--- config.mk ---
export PLATFORM = sky130hd
export DESIGN_NAME = reg_read_port_9b
export DESIGN_NICKNAME = d
export VERILOG_FILES = /design/src/rtl/reg_read_port_9b.sv
export SDC_FILE = /design/constraint.sdc
export NUM_CORES = 1
export LEC_CHECK = 0
export CAP_MARGIN = 20
export CORE_UTILIZATION = 50
export CTS_CLUSTER_DIAMETER = 150
export DETAILED_ROUTE_END_ITERATION = 6
export PLACE_DENSITY = 0.82
export SETUP_SLACK_MARGIN = 0.3
export SYNTH_ARGS = -nofsm -noshare
export SYNTH_HDL_FRONTEND = slang
export SYNTH_SLANG_ARGS = --single-unit
--- constraint.sdc ---
create_clock -name clk -period 5.24 [get_ports clk]
set_input_delay 1.31 -clock clk [delete_from_list [all_inputs] [get_ports clk]]
set_output_delay 1.31 -clock clk [all_outputs]
set_load 0.02 [all_outputs]
--- src/rtl/reg_read_port_9b.sv ---
// Back-pressured, in-order read port for a bank of 9-bit registers.
// Requests are accepted into a one-deep address stage, sampled on the next edge, and queued for the consumer.
module reg_read_port_9b #(
    parameter int unsigned NUM_REGS = 8,
    parameter int unsigned ADDR_W   = 3,
    parameter int unsigned DEPTH    = 4
) (
    input  logic                  clk,
    input  logic                  rst,
    input  logic                  rd_req,
    input  logic [ADDR_W-1:0]     rd_addr,
    output logic                  rd_ready,
    input  logic [9*NUM_REGS-1:0] regs_flat,
    output logic                  rd_valid,
    output logic [8:0]            rd_data,
    input  logic                  out_ready,
    input  logic                  err_clr,
    output logic                  err
);

    localparam int unsigned PTR_W = (DEPTH > 1) ? $clog2(DEPTH) : 1;
    localparam int unsigned CNT_W = PTR_W + 1;

    logic              s1_valid_q, s1_valid_d;
    logic [ADDR_W-1:0] s1_addr_q, s1_addr_d;
    logic [8:0]        mem_q [DEPTH];
    logic [8:0]        mem_d [DEPTH];
    logic [PTR_W-1:0]  wr_ptr_q, wr_ptr_d;
    logic [PTR_W-1:0]  rd_ptr_q, rd_ptr_d;
    logic [CNT_W-1:0]  count_q, count_d;
    logic              err_q, err_d;

    logic              accept;
    logic              push;
    logic              pop;
    logic              in_range;
    logic [8:0]        sample;
    logic [CNT_W:0]    credit;

    // Slots already claimed include the one in flight in stage 1, so a push always finds room.
    always_comb begin
        credit   = {1'b0, count_q} + {{CNT_W{1'b0}}, s1_valid_q};
        rd_ready = (credit < (CNT_W + 1)'(DEPTH));
        rd_valid = (count_q != '0);
        rd_data  = rd_valid ? mem_q[rd_ptr_q] : '0;
        err      = err_q;
    end

    always_comb begin
        sample   = '0;
        in_range = 1'b0;
        for (int unsigned i = 0; i < NUM_REGS; i++) begin
            if (s1_addr_q == ADDR_W'(i)) begin
                sample   = regs_flat[9*i +: 9];
                in_range = 1'b1;
            end
        end
    end

    always_comb begin
        accept     = rd_req & rd_ready;
        push       = s1_valid_q;
        pop        = rd_valid & out_ready;

        s1_valid_d = accept;
        s1_addr_d  = accept ? rd_addr : s1_addr_q;

        mem_d      = mem_q;
        wr_ptr_d   = wr_ptr_q;
        rd_ptr_d   = rd_ptr_q;
        count_d    = count_q;

        if (push) begin
            mem_d[wr_ptr_q] = sample;
            wr_ptr_d        = wr_ptr_q + PTR_W'(1);
        end
        if (pop) begin
            rd_ptr_d = rd_ptr_q + PTR_W'(1);
        end
        case ({push, pop})
            2'b10:   count_d = count_q + CNT_W'(1);
            2'b01:   count_d = count_q - CNT_W'(1);
            default: count_d = count_q;
        endcase

        err_d = err_q;
        if (err_clr) begin
            err_d = 1'b0;
        end
        if (push && !in_range) begin
            err_d = 1'b1;
        end
    end

    always_ff @(posedge clk or negedge rst) begin
        if (!rst) begin
            s1_valid_q <= 1'b0;
            s1_addr_q  <= '0;
            mem_q      <= '{default: '0};
            wr_ptr_q   <= '0;
            rd_ptr_q   <= '0;
            count_q    <= '0;
            err_q      <= 1'b0;
        end else begin
            s1_valid_q <= s1_valid_d;
            s1_addr_q  <= s1_addr_d;
            mem_q      <= mem_d;
            wr_ptr_q   <= wr_ptr_d;
            rd_ptr_q   <= rd_ptr_d;
            count_q    <= count_d;
            err_q      <= err_d;
        end
    end

endmodule

==> flow_metrics.py, run 1 <==
metrics = {
    "outcome": {
        "outcome": "finished, final reports clean",
    },
    "setup_path": {
        "endpoint_kind": "output port",
        "critPathBufInv": 1,
        "r2r_slack_ps": 2950,
        "path_cells": "mux4_2, and2_1, clkdlybuf4s50_1",
        "crit_type": "reg2out",
        "slowest_stage": "dfrtp_1",
        "crit_path_max_incr_delay_ps": 790,
        "path_depth": 3,
        "r2r_start": "s1_addr_q[0]$_DFFE_PN0P_",
        "arrival_ps": 2390,
        "critPathLaunchType": "register",
        "critPathMaxFanout": 11,
        "path_delay_family": "flip-flops",
        "reg2reg_to": "mem_q[14]$_DFFE_PN0P_",
        "worstPathRequired_ps": 3930,
        "r2r_cells": 4,
    },
    "routing": {
        "ant_nets": 0,
        "drt_first_pass_iters": 5,
        "num_vias": 2850,
        "drtIter0Drc": 272,
        "post_drt_wl_per_cell_um": 17.89,
        "via_per_inst": 6.278,
        "wl_mm": 8.123,
        "drc_errors": 0,
    },
    "power_and_ir_drop": {
        "ir_drop_mv": 0.3450,
        "power_mw": 2.256,
        "p_sw_mw": 0.9569,
        "p_seq_share_pct": 33.4,
        "pwr-share-clk_pct": 10.5,
        "total_leakage_power_nw": 1.675,
        "intPower_mw": 1.299,
        "p_per_area_nw_per_um2": 556.7,
        "switching_share_pct": 42.43,
        "comb_power_share_pct": 56.2,
    },
    "global_route": {
        "grt_max_degree": 49,
        "antenna_found_initial": 0,
        "grt_pass1_wl_mm": 13.17,
        "grt_overflow": 0,
        "grt_pass1_vias": 2788,
        "grt_usage_pct": 26.95,
    },
    "worst_hold_path": {
        "min_from": "count_q[2]$_DFFE_PN0P_",
        "hold_path_depth": 1,
        "hold_end": "count_q[2]$_DFFE_PN0P_",
        "hold_class": "reg2reg",
    },
    "clock_tree": {
        "cts_buffers": 5,
        "post_cts_buffers": 0,
        "cts_tree": "built",
        "htreeDepth": 2,
        "root_buffer": "clkbuf_8",
        "clkSlewWorstSetupHoldPaths_ps": 80,
        "clockBufferDepth": 2,
        "tritoncts_num_sinks": 48,
        "cts_hold_buffers": 0,
        "clk-insertion-delay-late_ps": 310,
        "cts_resized": 0,
    },
    "sta": {
        "max_freq_ghz": 0.2704,
        "period_minus_slack_ps": 3698,
        "worst_pin_slew_ps": 887.7,
        "rsz0062_at_grt": "no",
        "slew_headroom_pct": 40.82,
        "fin_ws_ps": 1542,
        "hold_viol": 0,
        "fin_crit_sh_pct": 70.58,
        "fin_skew_ps": 8.301,
        "drv_slew": 0,
        "setup_viol": 0,
        "setup-tns-final_ps": 0,
        "hold_slack_ps": 501.0,
    },
    "synthesis": {
        "synthTopCellsByCount": "48 x dfrtp_1, 27 x a21oi_1, 24 x a22oi_1, 24 x o31ai_1",
        "syn-num-nets": 387,
        "synth_seq_cells": 48,
        "synth_area_um2": 3033,
        "synth_top_cell_area_share_pct": 39.60,
        "post-synth-top-count-cell": "dfrtp_1",
        "synthArstFlopShare_pct": 100.0,
        "ys.flop_type": "dfrtp_1",
        "yosysWarnings": 0,
        "synth_edf_count": 0,
        "synth_top_area_cell": "dfrtp_1",
        "synth.avg_cell_area_um2": 10.08,
        "ys_top_cells_by_area": "dfrtp_1 40%, mux4_2 7.4%, a22oi_1 5.9%",
        "seq_area_frac_synth_pct": 39.60,
        "yosysUniqueCellTypes": 41,
        "syn_inst": 301,
    },
    "placed_design": {
        "gp_congestion": 0.8906,
        "placed_area_um2": 3906,
        "port_buffers": 91,
        "dp_hpwl_mm": 5.767,
        "dp_slack_ps": 1839,
    },
    "flow_run": {
        "cap_violations": 0,
    },
    "final_layout": {
        "diodes": 0,
        "syn_to_final_growth_pct": 33.58,
        "fin_nets": 464,
        "layout-drive-gt1-share_pct": 6.332,
        "post-route-cell-area_um2": 4051,
    },
    "die": {
        "ios": 92,
        "die_y_um": 79.89,
        "die_area_um2": 6382,
        "die_w_um": 79.89,
        "core_area_um2": 5886,
        "start_util_pct": 51.53,
        "rows": 28,
    },
}
registers in the layout, indices dropped and copies added, names as in the netlist:
signal / flops
err: 1
rd_ptr_q: 2
mem_q: 36
push: 1
wr_ptr_q: 2
count_q: 3
s1_addr_q: 3
logic make-up after synthesis:
kind of cell    after synthesis  synth area share, %
compound gates              125                28.09
xor+xnor                      6                1.733
fa+ha+maj                     6                2.723
buf+inv                      34                5.528
flops                        48                39.60
mux                          15                9.117
simple gates                 67                13.20
per-stage QoR:
stage	utilization, %	instances
3_5_place_dp	66.37	444
3_3_place_gp	66.37	444
6_report	68.84	454
5_1_grt	68.84	454
4_1_cts	68.03	452
2_1_floorplan	-	301
power groups by stage:
stage               registers (mW)  logic (mW)  clock network (mW)
finish                       0.752        1.27               0.237
global route                 0.783        1.38               0.254
detailed placement           0.784        1.20                   0
CTS                          0.776        1.21               0.235
floorplan                    0.620       0.993                   0
global placement             0.776        1.17                   0
worst max-delay path by stage:
| stage | from | endpoint |
|---|---|---|
| after floorplan | rd_ptr_q[0]$_DFFE_PN0N_ | rd_data[0] |
| after global placement | rd_ptr_q[0]$_DFFE_PN0N_ | rd_data[0] |
| after global routing | rd_ptr_q[0]$_DFFE_PN0N_ | rd_data[2] |
| after detailed placement | rd_ptr_q[0]$_DFFE_PN0N_ | rd_data[2] |
| final | rd_ptr_q[0]$_DFFE_PN0N_ | rd_data[2] |
| after CTS | rd_ptr_q[0]$_DFFE_PN0N_ | rd_data[2] |
worst reg2reg max path: stages (launching register included):
cell      delay [ps]
dfrtp_1          750
clkinv_1         670
a21oi_1          330
o311a_1          300
o31ai_1          120
area by class of cell:
type | count | area (um2)
inverter | 11 | 41.29
timing repair buffer | 93 | 953.4
sequential | 48 | 1201
fill | 457 | 1834
clock inverter | 2 | 15.01
tap | 75 | 93.84
multi-input combinational | 219 | 1664
clock buffer | 6 | 82.58
layer usage:
| layer | up-vias | wire length, um | GRT usage [%] |
|---|---|---|---|
| met5 | - | 0 | 0 |
| li1 | 1306 | - | - |
| met1 | 1361 | 3280 | 34.76 |
| met4 | 0 | 130 | 7.500 |
| met3 | 19 | 817 | 8.343 |
| met2 | 164 | 3893 | 43.68 |
cell usage in the layout, fill, tap and decap left out, types with 4 or more instances in the layout:
| cell | n |
|---|---|
| a211oi_1 | 5 |
| a21oi_1 | 27 |
| a22oi_1 | 24 |
| a31oi_1 | 9 |
| and2_1 | 15 |
| and2b_1 | 5 |
| and3b_1 | 12 |
| clkbuf_8 | 6 |
| clkdlybuf4s50_1 | 90 |
| dfrtp_1 | 48 |
| ha_1 | 5 |
| inv_1 | 9 |
| mux2i_1 | 4 |
| mux4_2 | 10 |
| nand2_1 | 10 |
| nor2_1 | 12 |
| nor2b_1 | 6 |
| o21a_1 | 4 |
| o21ai_0 | 15 |
| o311a_1 | 6 |
| o31ai_1 | 24 |
| xor2_1 | 4 |
Power figures use the tool's default switching activity.
==> run 2: changes to the inputs <==
--- a/config.mk
+++ b/config.mk
@@ -6,10 +6,10 @@
 export NUM_CORES = 1
 export LEC_CHECK = 0
 export CAP_MARGIN = 20
-export CORE_UTILIZATION = 50
+export CORE_UTILIZATION = 48
 export CTS_CLUSTER_DIAMETER = 150
 export DETAILED_ROUTE_END_ITERATION = 6
-export PLACE_DENSITY = 0.82
+export PLACE_DENSITY = 0.8
 export SETUP_SLACK_MARGIN = 0.3
 export SYNTH_ARGS = -nofsm -noshare
 export SYNTH_HDL_FRONTEND = slang
==> constraint.sdc (replaced) <==
create_clock -name clk -period 3.8 [get_ports clk]
set_input_delay 0.95 -clock clk [delete_from_list [all_inputs] [get_ports clk]]
set_output_delay 0.95 -clock clk [all_outputs]
set_load 0.02 [all_outputs]
==> run 2 against run 1 <==
- global-route usage fell by 0.34 points
- critical endpoint unchanged
- die area rose by 4.1%
- sequential share of layout area rose by 0.13 points
==> flow_metrics.py, run 2 (synthesis results as in run 1) <==
metrics = {
    "power_and_ir_drop": {
        "total_leakage_power_nw": 1.680,
        "p_sw_mw": 1.324,
        "power_mw": 3.096,
        "comb_power_share_pct": 56.6,
        "p_per_area_nw_per_um2": 767.4,
        "pwr-share-clk_pct": 10.1,
        "intPower_mw": 1.772,
        "ir_drop_mv": 0.4551,
        "p_seq_share_pct": 33.2,
        "switching_share_pct": 42.77,
    },
    "die": {
        "die_y_um": 81.49,
        "core_area_um2": 5991,
        "die_area_um2": 6641,
        "rows": 28,
        "die_w_um": 81.49,
        "ios": 92,
        "start_util_pct": 50.63,
    },
    "sta": {
        "setup-tns-final_ps": 0,
        "hold_viol": 0,
        "rsz0062_at_grt": "no",
        "drv_slew": 0,
        "setup_viol": 0,
        "period_minus_slack_ps": 3339,
        "fin_crit_sh_pct": 87.86,
        "worst_pin_slew_ps": 874.4,
        "max_freq_ghz": 0.2995,
        "fin_skew_ps": 5.930,
        "slew_headroom_pct": 41.71,
    },
    "clock_tree": {
        "post_cts_buffers": 0,
        "clockBufferDepth": 2,
        "htreeDepth": 2,
        "root_buffer": "clkbuf_8",
        "cts_hold_buffers": 0,
        "tritoncts_num_sinks": 48,
        "clk-insertion-delay-late_ps": 300,
        "cts_tree": "built",
        "cts_buffers": 5,
        "cts_resized": 0,
        "clkSlewWorstSetupHoldPaths_ps": 80,
    },
    "setup_path": {
        "worstPathRequired_ps": 2850,
        "slowest_stage": "dfrtp_1",
        "endpoint_kind": "output port",
        "path_delay_family": "flip-flops",
        "critPathBufInv": 1,
        "crit_type": "reg2out",
        "critPathMaxFanout": 11,
        "critPathLaunchType": "register",
        "crit_path_max_incr_delay_ps": 800,
        "arrival_ps": 2390,
        "path_cells": "mux4_2, and2_1, clkdlybuf4s50_1",
    },
    "flow_run": {
        "cap_violations": 0,
    },
    "worst_hold_path": {
        "hold_class": "reg2reg",
    },
    "routing": {
        "wl_mm": 8.433,
        "drc_errors": 0,
        "num_vias": 2842,
        "ant_nets": 0,
        "drtIter0Drc": 256,
        "post_drt_wl_per_cell_um": 18.53,
        "via_per_inst": 6.246,
        "drt_first_pass_iters": 5,
    },
    "final_layout": {
        "top_regs": "mem_q: 36 flops, count_q: 3 flops, s1_addr_q: 3 flops",
        "layout-drive-gt1-share_pct": 6.579,
        "largest_reg_flops": 36,
        "fin_util_pct": 67.34,
        "diodes": 0,
        "top_register": "mem_q",
        "mostFrequentLayoutCells": "90 x clkdlybuf4s50_1, 48 x dfrtp_1, 27 x a21oi_1",
        "final_common_cell": "clkdlybuf4s50_1",
        "fin_nets": 465,
        "syn_to_final_growth_pct": 33.00,
    },
    "outcome": {
        "outcome": "finished, final reports clean",
    },
    "global_route": {
        "grt_usage_pct": 26.61,
        "grt_pass1_wl_mm": 13.31,
        "grt_pass1_vias": 2720,
        "antenna_found_initial": 0,
        "grt_overflow": 0,
        "grt_max_degree": 49,
    },
    "placed_design": {
        "port_buffers": 91,
        "dp_hpwl_mm": 6.036,
        "gp_congestion": 0.8196,
    },
}
## run 2: cell types whose count changed in the layout (fill, tap and decap cells not counted), sizes merged
cell,previous run,this run
buf,3,4
clkinv,1,3
clkinvlp,2,0
## run 2: worst paths after layout
path / start / to / slack (ps) / cells after the start
hold reg to reg: count_q[2]$_DFFE_PN0P_ / count_q[2]$_DFFE_PN0P_ / 510 / 1
min in group asynchronous: rst / mem_q[30]$_DFFE_PN0P_ / 610 / 1
hold / removal: count_q[2]$_DFFE_PN0P_ / count_q[2]$_DFFE_PN0P_ / 510 / 1
setup / recovery: rd_ptr_q[0]$_DFFE_PN0N_ / rd_data[2] / 460 / 3
setup reg to reg: s1_addr_q[0]$_DFFE_PN0P_ / mem_q[31]$_DFFE_PN0P_ / 1460 / 4
max in group asynchronous: rst / mem_q[2]$_DFFE_PN0P_ / 2670 / 2
## run 2: power groups by stage
stage,clock network (mW),logic (mW),registers [mW]
2_1_floorplan,0,1.37,0.855
3_3_place_gp,0,1.69,1.02
3_5_place_dp,0,1.74,1.04
4_1_cts,0.318,1.75,1.02
5_1_grt,0.338,1.91,1.06
6_report,0.313,1.75,1.03
## run 2: layout make-up
| type | count | area, um2 |
|---|---|---|
| fill | 501 | 1957 |
| multi-input combinational | 219 | 1664 |
| sequential | 48 | 1201 |
| timing repair buffer | 94 | 940.9 |
| tap | 75 | 93.84 |
| clock buffer | 6 | 82.58 |
| inverter | 11 | 41.29 |
| clock inverter | 2 | 10.01 |
## run 2: per-layer routing
metal	vias to the layer above	routed length [um]	GRT usage, %
met3	20	406	3.222
met5	-	0	0
met4	0	210	7.679
met1	1402	3403	33.84
met2	116	4413	47.25
li1	1304	-	-
## run 2: per-stage QoR
stage               area (um2)  cells  hold slack [ps]  setup WS, ps
finish                    4034    455            509.5         461.3
global route              4034    455            527.1         343.6
CTS                       4014    454            511.4         447.8
detailed placement        3921    446            488.4         771.7
global placement          3921    446            483.2         805.9
floorplan                 3033    301            455.4          1492
==> run 3: changes to the inputs <==
==> constraint.sdc (replaced) <==
create_clock -name clk -period 3.8 [get_ports clk]
set_input_delay 0.57 -clock clk [delete_from_list [all_inputs] [get_ports clk]]
set_output_delay 0.57 -clock clk [all_outputs]
set_load 0.02 [all_outputs]
==> run 3 against run 2 <==
- clock-buffer cell count unchanged
- worst hold slack got worse by 400 ps
- clock skew decreased by 3.7 ps
- non-clock buffer count decreased by 1
- die area unchanged
- cell count decreased by 0.22%
- core utilization increased by 0.13 points
- critical path depth unchanged
- critical endpoint unchanged
- largest cell class unchanged
- largest power group unchanged
- highest routed layer unchanged
==> flow_metrics.py, run 3 (synthesis results as in run 1) <==
metrics = {
    "setup_path": {
        "endpoint_kind": "output port",
        "critPathBufInv": 1,
        "r2r_start": "s1_addr_q[0]$_DFFE_PN0P_",
        "path_cells": "mux4_2, and2_1, clkdlybuf4s50_1",
        "crit_type": "reg2out",
        "path_delay_family": "flip-flops",
        "critPathLaunchType": "register",
        "crit_path_max_incr_delay_ps": 780,
        "critPathMaxFanout": 11,
        "arrival_ps": 2380,
        "reg2reg_to": "mem_q[22]$_DFFE_PN0P_",
        "r2r_slack_ps": 1420,
        "slowest_stage": "dfrtp_1",
        "r2r_cells": 4,
        "worstPathRequired_ps": 3230,
    },
    "sta": {
        "rsz0062_at_grt": "no",
        "drv_slew": 0,
        "fin_crit_sh_pct": 77.59,
        "slew_headroom_pct": 38.33,
        "worst_pin_slew_ps": 925.1,
        "fin_skew_ps": 2.188,
        "fin_ws_ps": 851.6,
        "setup_viol": 0,
        "max_freq_ghz": 0.3392,
        "hold_slack_ps": 110.7,
        "setup-tns-final_ps": 0,
        "period_minus_slack_ps": 2948,
        "hold_viol": 0,
    },
    "outcome": {
        "outcome": "finished, final reports clean",
    },
    "routing": {
        "post_drt_wl_per_cell_um": 18.49,
        "met3_length_um": 400,
        "drc_errors": 0,
        "drtIter0Drc": 181,
        "wl_met2_mm": 4.448,
        "wl_mm": 8.396,
        "ant_nets": 0,
        "num_vias": 2794,
        "via_per_inst": 6.154,
        "routed.top_layer": "met4",
        "wl_met1_mm": 3.315,
        "drt_first_pass_iters": 4,
    },
    "clock_tree": {
        "cts_buffers": 5,
        "tritoncts_num_sinks": 48,
        "htreeDepth": 2,
        "cts_resized": 0,
        "post_cts_buffers": 0,
        "clk-insertion-delay-late_ps": 300,
        "clkSlewWorstSetupHoldPaths_ps": 90,
        "clockBufferDepth": 2,
        "cts_tree": "built",
        "root_buffer": "clkbuf_8",
        "cts_hold_buffers": 0,
    },
    "global_route": {
        "grt_usage_pct": 26.93,
        "grt_pass1_vias": 2799,
        "grt_pass1_wl_mm": 13.37,
        "grt_max_degree": 49,
        "grt_overflow": 0,
        "antenna_found_initial": 0,
    },
    "final_layout": {
        "layout-drive-gt1-share_pct": 6.069,
        "top_register": "mem_q",
        "diodes": 0,
        "final_common_cell": "clkdlybuf4s50_1",
        "mostFrequentLayoutCells": "90 x clkdlybuf4s50_1, 48 x dfrtp_1, 27 x a21oi_1",
        "syn_to_final_growth_pct": 33.25,
        "fin_nets": 464,
        "largest_reg_flops": 36,
        "top_regs": "mem_q: 36 flops, count_q: 3 flops, s1_addr_q: 3 flops",
        "instances_no_fill": 454,
    },
    "die": {
        "ios": 92,
        "start_util_pct": 50.63,
        "rows": 28,
        "die_y_um": 81.49,
        "die_w_um": 81.49,
        "core_area_um2": 5991,
        "die_area_um2": 6641,
    },
    "power_and_ir_drop": {
        "total_leakage_power_nw": 1.679,
        "ir_drop_mv": 0.5516,
        "p_per_area_nw_per_um2": 774.1,
    },
    "placed_design": {
        "dp.cells": 445,
        "gp_congestion": 0.8238,
        "dp_hpwl_mm": 6.052,
        "dp_slack_ps": 1156,
        "port_buffers": 91,
    },
    "flow_run": {
        "cap_violations": 0,
    },
    "worst_hold_path": {
        "hold_class": "in2async",
    },
}
[run 3: cell types whose count changed in the layout (fill, tap and decap cells not counted)]
cell,before,now
clkbuf_1,0,1
buf_4,2,1
clkinv_2,2,1
clkbuf_8,6,5
bufinv_16,0,1
[run 3: worst max-delay path by stage]
stage / start / endpoint / slack, ps / depth (start not counted)
after CTS: rd_ptr_q[0]$_DFFE_PN0N_ / rd_data[2] / 810 / 3
after floorplan: rd_ptr_q[0]$_DFFE_PN0N_ / rd_data[0] / 1870 / 3
final: rd_ptr_q[0]$_DFFE_PN0N_ / rd_data[2] / 850 / 3
after detailed placement: rd_ptr_q[0]$_DFFE_PN0N_ / rd_data[2] / 1160 / 3
after global routing: rd_ptr_q[0]$_DFFE_PN0N_ / rd_data[2] / 720 / 3
after global placement: rd_ptr_q[0]$_DFFE_PN0N_ / rd_data[2] / 1180 / 3
[run 3: report_power, final]
| group | leakage (nW) | internal, mW | switching (mW) |
|---|---|---|---|
| clock network | 0.0552 | 0.195 | 0.168 |
| registers | 0.585 | 0.748 | 0.299 |
| logic | 1.04 | 0.874 | 0.844 |
| total | 1.68 | 1.82 | 1.31 |
[run 3: through the flow]
stage,power (mW),instance area [um2],util [%]
final,3.128,4041,67.46
after global routing,3.351,4041,67.46
after CTS,3.129,4021,67.13
after detailed placement,2.761,3914,65.33
after global placement,2.708,3914,65.33
after floorplan,2.225,3033,-
[run 3: final cells by class]
class | count | area [um2]
Clock buffer | 6 | 72.57
Fill cell | 467 | 1949
Sequential cell | 48 | 1201
Inverter | 11 | 41.29
Clock inverter | 2 | 35.03
Multi-Input combinational cell | 219 | 1664
Tap cell | 75 | 93.84
Timing Repair Buffer | 93 | 933.4
[run 3: layer usage]
metal	GRT usage (%)	up-vias
met5	0	-
met4	10.89	0
met3	3.778	19
met2	47.83	94
met1	32.68	1370
li1	-	1311
